<file path="src/rtl/instr_fetch_unit.sv">
`default_nettype none
// ============================================================================
//  Module   : instr_fetch_unit
//  Purpose  : RV32I IF stage and IF/ID register with req/ack instruction fetch,
//             ID stall absorption and branch redirect. Optional misaligned
//             redirect trap enabled by IFETCH_MISALIGN_TRAP_EN.
//  Revision : 1.0  initial release
// ============================================================================
module instr_fetch_unit #(
  parameter logic [31:0] RESET_PC  = 32'h0000_0000,
  parameter logic [31:0] NOP_INSTR = 32'h0000_0013
) (
  input  logic        clk,
  input  logic        reset,
  input  logic        stall,
  input  logic        pcSrc,
  input  logic        flush,
  input  logic [31:0] branch_target,
  output logic        imem_req,
  output logic [31:0] imem_addr,
  input  logic        imem_ack,
  input  logic [31:0] imem_rdata,
  output logic        if_valid,
  output logic [31:0] if_pc,
  output logic [31:0] if_instr,
  output logic [6:0]  opcode,
  output logic [2:0]  func3,
  output logic        func7,
  output logic        misalign_err
);

  typedef enum logic [1:0] {
    S_FETCH = 2'd0,
    S_HOLD  = 2'd1,
`ifdef IFETCH_MISALIGN_TRAP_EN
    S_HALT  = 2'd3,
`endif
    S_DRAIN = 2'd2
  } state_t;

  state_t      r_state, w_state_nxt;
  logic        r_started;
  logic [31:0] r_pc, w_pc_nxt;
  logic [31:0] r_pend, w_pend_nxt;
  logic [31:0] r_hold, w_hold_nxt;
  logic [31:0] r_if_instr, w_if_instr_nxt;
  logic [31:0] r_if_pc, w_if_pc_nxt;
  logic        r_if_valid, w_if_valid_nxt;
  logic [31:0] w_target;
  logic        w_ack;

`ifdef IFETCH_MISALIGN_TRAP_EN
  logic r_err, w_err_nxt;
  logic w_trap;
  assign w_target     = branch_target;
  assign w_trap       = pcSrc & (branch_target[1:0] != 2'b00);
  assign misalign_err = r_err;
`else
  logic w_unused_tgt_lsb;
  assign w_target         = {branch_target[31:2], 2'b00};
  assign w_unused_tgt_lsb = ^branch_target[1:0];
  assign misalign_err     = 1'b0;
`endif

  // r_started delays the first request by one cycle after reset and masks
  // acks that belong to a request abandoned by reset.
  assign imem_req  = r_started & ((r_state == S_FETCH) | (r_state == S_DRAIN));
  assign imem_addr = r_pc;
  assign w_ack     = imem_ack & imem_req;

  assign if_valid = r_if_valid;
  assign if_pc    = r_if_pc;
  assign if_instr = r_if_instr;
  assign opcode   = r_if_instr[6:0];
  assign func3    = r_if_instr[14:12];
  assign func7    = r_if_instr[30];

  always_comb begin
    w_state_nxt    = r_state;
    w_pc_nxt       = r_pc;
    w_pend_nxt     = r_pend;
    w_hold_nxt     = r_hold;
    w_if_instr_nxt = r_if_instr;
    w_if_pc_nxt    = r_if_pc;
    w_if_valid_nxt = r_if_valid;
`ifdef IFETCH_MISALIGN_TRAP_EN
    w_err_nxt      = r_err;
`endif
    case (r_state)
      S_FETCH: begin
        if (pcSrc) begin
`ifdef IFETCH_MISALIGN_TRAP_EN
          if (w_trap) begin
            w_err_nxt   = 1'b1;
            w_state_nxt = S_HALT;
          end else
`endif
          if (!imem_req || w_ack) begin
            w_pc_nxt = w_target;
          end else begin
            // Request in flight: keep the address until it completes.
            w_pend_nxt  = w_target;
            w_state_nxt = S_DRAIN;
          end
        end else if (w_ack) begin
          if (stall) begin
            w_hold_nxt  = imem_rdata;
            w_state_nxt = S_HOLD;
          end else begin
            w_if_instr_nxt = imem_rdata;
            w_if_pc_nxt    = r_pc;
            w_if_valid_nxt = 1'b1;
            w_pc_nxt       = r_pc + 32'd4;
          end
        end else if (!stall) begin
          // ID consumed its instruction and nothing arrived: insert a bubble.
          w_if_instr_nxt = NOP_INSTR;
          w_if_valid_nxt = 1'b0;
        end
      end
      S_HOLD: begin
        if (pcSrc) begin
`ifdef IFETCH_MISALIGN_TRAP_EN
          if (w_trap) begin
            w_err_nxt   = 1'b1;
            w_state_nxt = S_HALT;
          end else
`endif
          begin
            w_pc_nxt    = w_target;
            w_state_nxt = S_FETCH;
          end
        end else if (!stall) begin
          w_if_instr_nxt = r_hold;
          w_if_pc_nxt    = r_pc;
          w_if_valid_nxt = 1'b1;
          w_pc_nxt       = r_pc + 32'd4;
          w_state_nxt    = S_FETCH;
        end
      end
      S_DRAIN: begin
        if (pcSrc) begin
`ifdef IFETCH_MISALIGN_TRAP_EN
          if (w_trap) begin
            w_err_nxt   = 1'b1;
            w_state_nxt = S_HALT;
          end else
`endif
          begin
            w_pend_nxt = w_target;
            if (w_ack) begin
              w_pc_nxt    = w_target;
              w_state_nxt = S_FETCH;
            end
          end
        end else if (w_ack) begin
          w_pc_nxt    = r_pend;
          w_state_nxt = S_FETCH;
        end
      end
      default: begin
`ifndef IFETCH_MISALIGN_TRAP_EN
        w_state_nxt = S_FETCH;
`endif
      end
    endcase
    if (pcSrc || flush) begin
      w_if_instr_nxt = NOP_INSTR;
      w_if_valid_nxt = 1'b0;
    end
  end

  always_ff @(posedge clk) begin
    if (reset) begin
      r_state    <= S_FETCH;
      r_started  <= 1'b0;
      r_pc       <= RESET_PC;
      r_pend     <= 32'd0;
      r_hold     <= 32'd0;
      r_if_instr <= NOP_INSTR;
      r_if_pc    <= 32'd0;
      r_if_valid <= 1'b0;
    end else begin
      r_state    <= w_state_nxt;
      r_started  <= 1'b1;
      r_pc       <= w_pc_nxt;
      r_pend     <= w_pend_nxt;
      r_hold     <= w_hold_nxt;
      r_if_instr <= w_if_instr_nxt;
      r_if_pc    <= w_if_pc_nxt;
      r_if_valid <= w_if_valid_nxt;
    end
  end

`ifdef IFETCH_MISALIGN_TRAP_EN
  always_ff @(posedge clk) begin
    if (reset) r_err <= 1'b0;
    else       r_err <= w_err_nxt;
  end
`endif

endmodule
`default_nettype wire

</file>
<file path="config.mk">
export PLATFORM = sky130hd
export DESIGN_NAME = instr_fetch_unit
export DESIGN_NICKNAME = d
export VERILOG_FILES = /design/src/rtl/instr_fetch_unit.sv
export SDC_FILE = /design/constraint.sdc
export NUM_CORES = 1
export LEC_CHECK = 0
export ABC_CLOCK_PERIOD_IN_PS = 2100
export CORE_MARGIN = 10
export CORE_UTILIZATION = 46
export CTS_BUF_LIST = sky130_fd_sc_hd__clkbuf_4
export CTS_CLUSTER_DIAMETER = 50
export DETAILED_ROUTE_END_ITERATION = 12
export PLACE_DENSITY = 0.79
export SLEW_MARGIN = 5
export SYNTH_ARGS = -nofsm -noshare
export SYNTH_HDL_FRONTEND = slang
export SYNTH_SLANG_ARGS = --single-unit
</file>
<file path="constraint.sdc">
create_clock -name clk -period 2.1 [get_ports clk]
set_clock_uncertainty 0.15 [all_clocks]
set_input_delay 0.42 -clock clk [delete_from_list [all_inputs] [get_ports clk]]
set_output_delay 0.42 -clock clk [all_outputs]
set_load 0.05 [all_outputs]
</file>
==> results by group <==
Finish
  – Fin cells: about 1300
  – Layout cells sized above 1: between 20% and 30%
  – Fin nets: 1165
  – Antenna cell count: 0
  – Finished layout cell area: between 9000 and 10000 µm²
  – Commonest non-fill, non-tap cell in the layout: nand2_1
  – Most frequent cells in the layout: 224 x nand2_1, 138 x dfxtp_1, 136 x a21oi_1
  – Fillers: roughly 1400
  – Layout area overhead: 34.2%

Global route
  – Vias in the first global route: just under 7000
  – Initial antenna violation count: 1
  – Gr ovfl total: 0
  – Total track usage: 20.9%
  – Largest net degree at the start of global routing: between 60 and 70
  – First-pass GRT wire length: 35000 µm

Floorplan
  – Chip width: between 100 and 150 µm
  – Starting Density: between 40% and 50%
  – Die height: ~140 µm
  – Rows: between 40 and 50
  – Ports: 180
  – Core Area: about 15000 µm²
  – Area of the die: ~21000 µm²

Setup path
  – Worst path top cell family by delay: buffers and inverters
  – CP endpoint kind: output port
  – Slowest CP cell: dlygate4sd2_1
  – R2R Path Start: imem_addr[3]$_SDFFE_PP0P_
  – Arrival time worst endpoint: ~1.5 ns
  – CP Cell Sequence: dlygate4sd2_1
  – Critical Path Max Stage Delay: about 0.53 ns
  – Reg2reg path depth: 8
  – Worst flop-to-flop path endpoint: imem_addr[28]$_SDFFE_PP0P_
  – Startpoint Class: register
  – R2R Setup Slk: about 0.09 ns
  – Crit-path max FO: 2
  – Setup CP Type: reg -> out
  – Worst Path Buf+Inv: 1
  – CP required: between 1.5 and 2 ns

Power
  – Worst vdd ir: approximately 0.46 mV
  – Leak Pwr: 3.64 nW
  – Power consumption: 6.09 mW
  – Power Density: 645 nW/µm²

Worst hold path
  – Worst Hold Launch: pcSrc
  – Hold Crit Class: in -> reg
  – Hold Path End: if_instr[1]$_SDFFE_PP1P_
  – Worst Hold Depth: 4

Drt
  – Post-route ant nets: 0
  – Routed WL per cell: 17.4 µm
  – DRT iter0 DRCs: between 500 and 600
  – Via count of the routed design: ~7300
  – Total Wirelength: between 20000 and 25000 µm
  – Drt pass-1 iters: 6
  – DRC Markers: 0
  – DR vias/cell: roughly 5.7

Placed design
  – Pre-CTS setup slack: -0.360 ns
  – Detailed Place HPWL: about 16000 µm
  – Area post-placement: between 9000 and 10000 µm²
  – Final RePlAce weighted congestion: approximately 0.87
  – Placed insts: between 1000 and 1500
  – Number of port buffers: between 150 and 200

CTS
  – Clock transition at path regs: ~0.15 ns
  – Clock Sinks: around 160
  – CTS Buf Count: 17
  – Root Driver: clkbuf_4
  – Largest buffer count on any clock path: 2
  – Worst-Skew Late Latency: 0.55 ns
  – H-tree level count: 4
  – CTS tree: yes

Synth
  – Post-synthesis sequential area ratio: a little under half
  – Post-synthesis simple-gate area fraction: 24.4%
  – Xor/xnor share of the synthesized area: less than 1%
  – Netlist cell types: 56
  – Adder-Cell Fraction of Synth Area: 0.178%
  – Number of flops mapped to enable cells by yosys: 0
  – Syn Std Cell Area: around 7000 µm²
  – Post-synthesis mux area share: less than 1%
  – FF+latch count, synth: about 160
  – Ys Warns: 0
  – Complex-gate fraction of the synthesized area: 22.9%
  – Largest family of logic cells by synthesized area: simple AND/OR/NAND/NOR gates
  – Syn avg cell area: 7.70 µm²
  – Cells after Synth: between 900 and 1000
  – Async S/R FF share, synth: 0%
  – Post-synth top flop: dfxtp_1

STA
  – Fmax: slightly below 0.5 GHz
  – Unrepaired setup endpoints after global routing: true
  – Fin. Hold Viols: 0
  – Worst-Margin Slew: around 0.5 ns
  – Final worst setup slack: 0.0821 ns
  – Crit share post-route: just under 100%
  – Crit path time final: just over 2 ns
  – Max-slew violation count: 0
  – Relative slew margins: about two thirds
  – Setup TNS: 0 ns
  – Final Setup Violations: 0

Flow run
  – Max-Cap Viols: 0

Outcome
  – Outcome: complete, no violations
## cells by family (layout without fill, tap and decap cells)
| group | after synthesis | after routing |
|---|---|---|
| compound gates | 258 | 258 |
| fa+ha+maj | 1 | 1 |
| flops | 158 | 158 |
| buf+inv | 100 | 290 |
| other cells | 1 | 5 |
| simple gates | 386 | 386 |
| mux | 5 | 5 |
| xor+xnor | 4 | 4 |
## worst max-delay path by stage
stage	from	end	slack, ns	depth (start not counted)
2_1_floorplan	imem_addr[12]$_SDFFE_PP0P_	imem_addr[30]$_SDFFE_PP0P_	-0.10	6
3_3_place_gp	stall	imem_addr[7]$_SDFFE_PP0P_	-0.29	6
3_5_place_dp	stall	imem_addr[7]$_SDFFE_PP0P_	-0.36	6
4_1_cts	if_instr[12]$_SDFFE_PP0P_	func3[0]	0.004	1
5_1_grt	imem_addr[3]$_SDFFE_PP0P_	imem_addr[30]$_SDFFE_PP0P_	-0.01	7
6_report	if_pc[7]$_SDFFE_PP0P_	if_pc[7]	0.08	1
## what timing repair did
item,4_1_cts,5_1_grt
gates resized for setup,42,23
hold endpoints to repair,12,0
buffers inserted,0,1
pin swaps,0,3
endpoints found under the setup margin,41,18
hold buffers,1,0
## stage by stage
| step | util [%] | hold slack [ns] |
|---|---|---|
| floorplan | - | 0.282 |
| global placement | 61.1 | 0.288 |
| detailed placement | 61.1 | 0.296 |
| CTS | 62.5 | 0.175 |
| global route | 62.5 | 0.197 |
| finish | 62.5 | 0.231 |
## sequential cells by signal, summed over array words and instances (netlist names)
name / flops
r_started: 1
if_pc: 30
imem_addr: 30
r_state: 2
if_valid: 1
r_hold: 32
if_instr: 32
r_pend: 30
## power breakdown
group	leakage [nW]	internal, mW	switching [mW]
Clock	0.128	0.499	1.15
Combinational	2.22	0.483	0.763
Sequential	1.29	3.10	0.0864
## cell type report
type	instances	area, µm²	area share [%]
clock buffer	18	135	1.43
clock inverter	14	109	1.15
inverter	10	37.5	0.398
multi-input combinational	659	3500	37.1
sequential	158	3200	33.9
tap	188	235	2.49
timing repair buffer	248	2220	23.5
## Yosys cell counts, types with 3 or more instances
cell | n | area share (%)
nand2_1 | 224 | 12
dfxtp_1 | 158 | 45
a21oi_1 | 137 | 9.8
clkbuf_1 | 68 | 3.6
nor2_1 | 53 | 2.8
nor3_1 | 43 | 3.1
a221oi_1 | 33 | 4.1
o21ai_0 | 28 | 2.0
buf_4 | 16 | 1.7
nand3_1 | 16 | 1.1
nand4_1 | 10 | 0.89
a31oi_1 | 9 | 0.80
and3_1 | 9 | 0.80
a211oi_1 | 8 | 0.85
inv_1 | 8 | 0.43
or3_1 | 6 | 0.53
a21o_1 | 5 | 0.53
and2_1 | 5 | 0.45
nor2b_1 | 5 | 0.45
o211ai_1 | 5 | 0.53
o32ai_1 | 5 | 0.62
buf_2 | 4 | 0.28
o221ai_1 | 4 | 0.50
o31a_1 | 4 | 0.50
a311oi_1 | 3 | 0.37
a41oi_1 | 3 | 0.37
mux2i_1 | 3 | 0.43
xor2_1 | 3 | 0.37
## worst register-to-register path, cell delays in order (launching register included)
cell and delay (ns):
dfxtp_4 0.39, ha_4 0.17, nand4_4 0.15, buf_6 0.16, nor4_4 0.17, buf_4 0.20, nand2_1 0.07, mux2i_1 0.14
a221oi_1 0.30
## metal layers
layer / track usage [%] / up-vias / part of all wire, %
li1: - / 3553 / -
met1: 25.7 / 3382 / 41
met2: 34.3 / 344 / 47
met3: 6.01 / 41 / 9.4
met4: 7.20 / 2 / 2.3
met5: 0 / - / 0.089
Power figures use the tool's default switching activity.
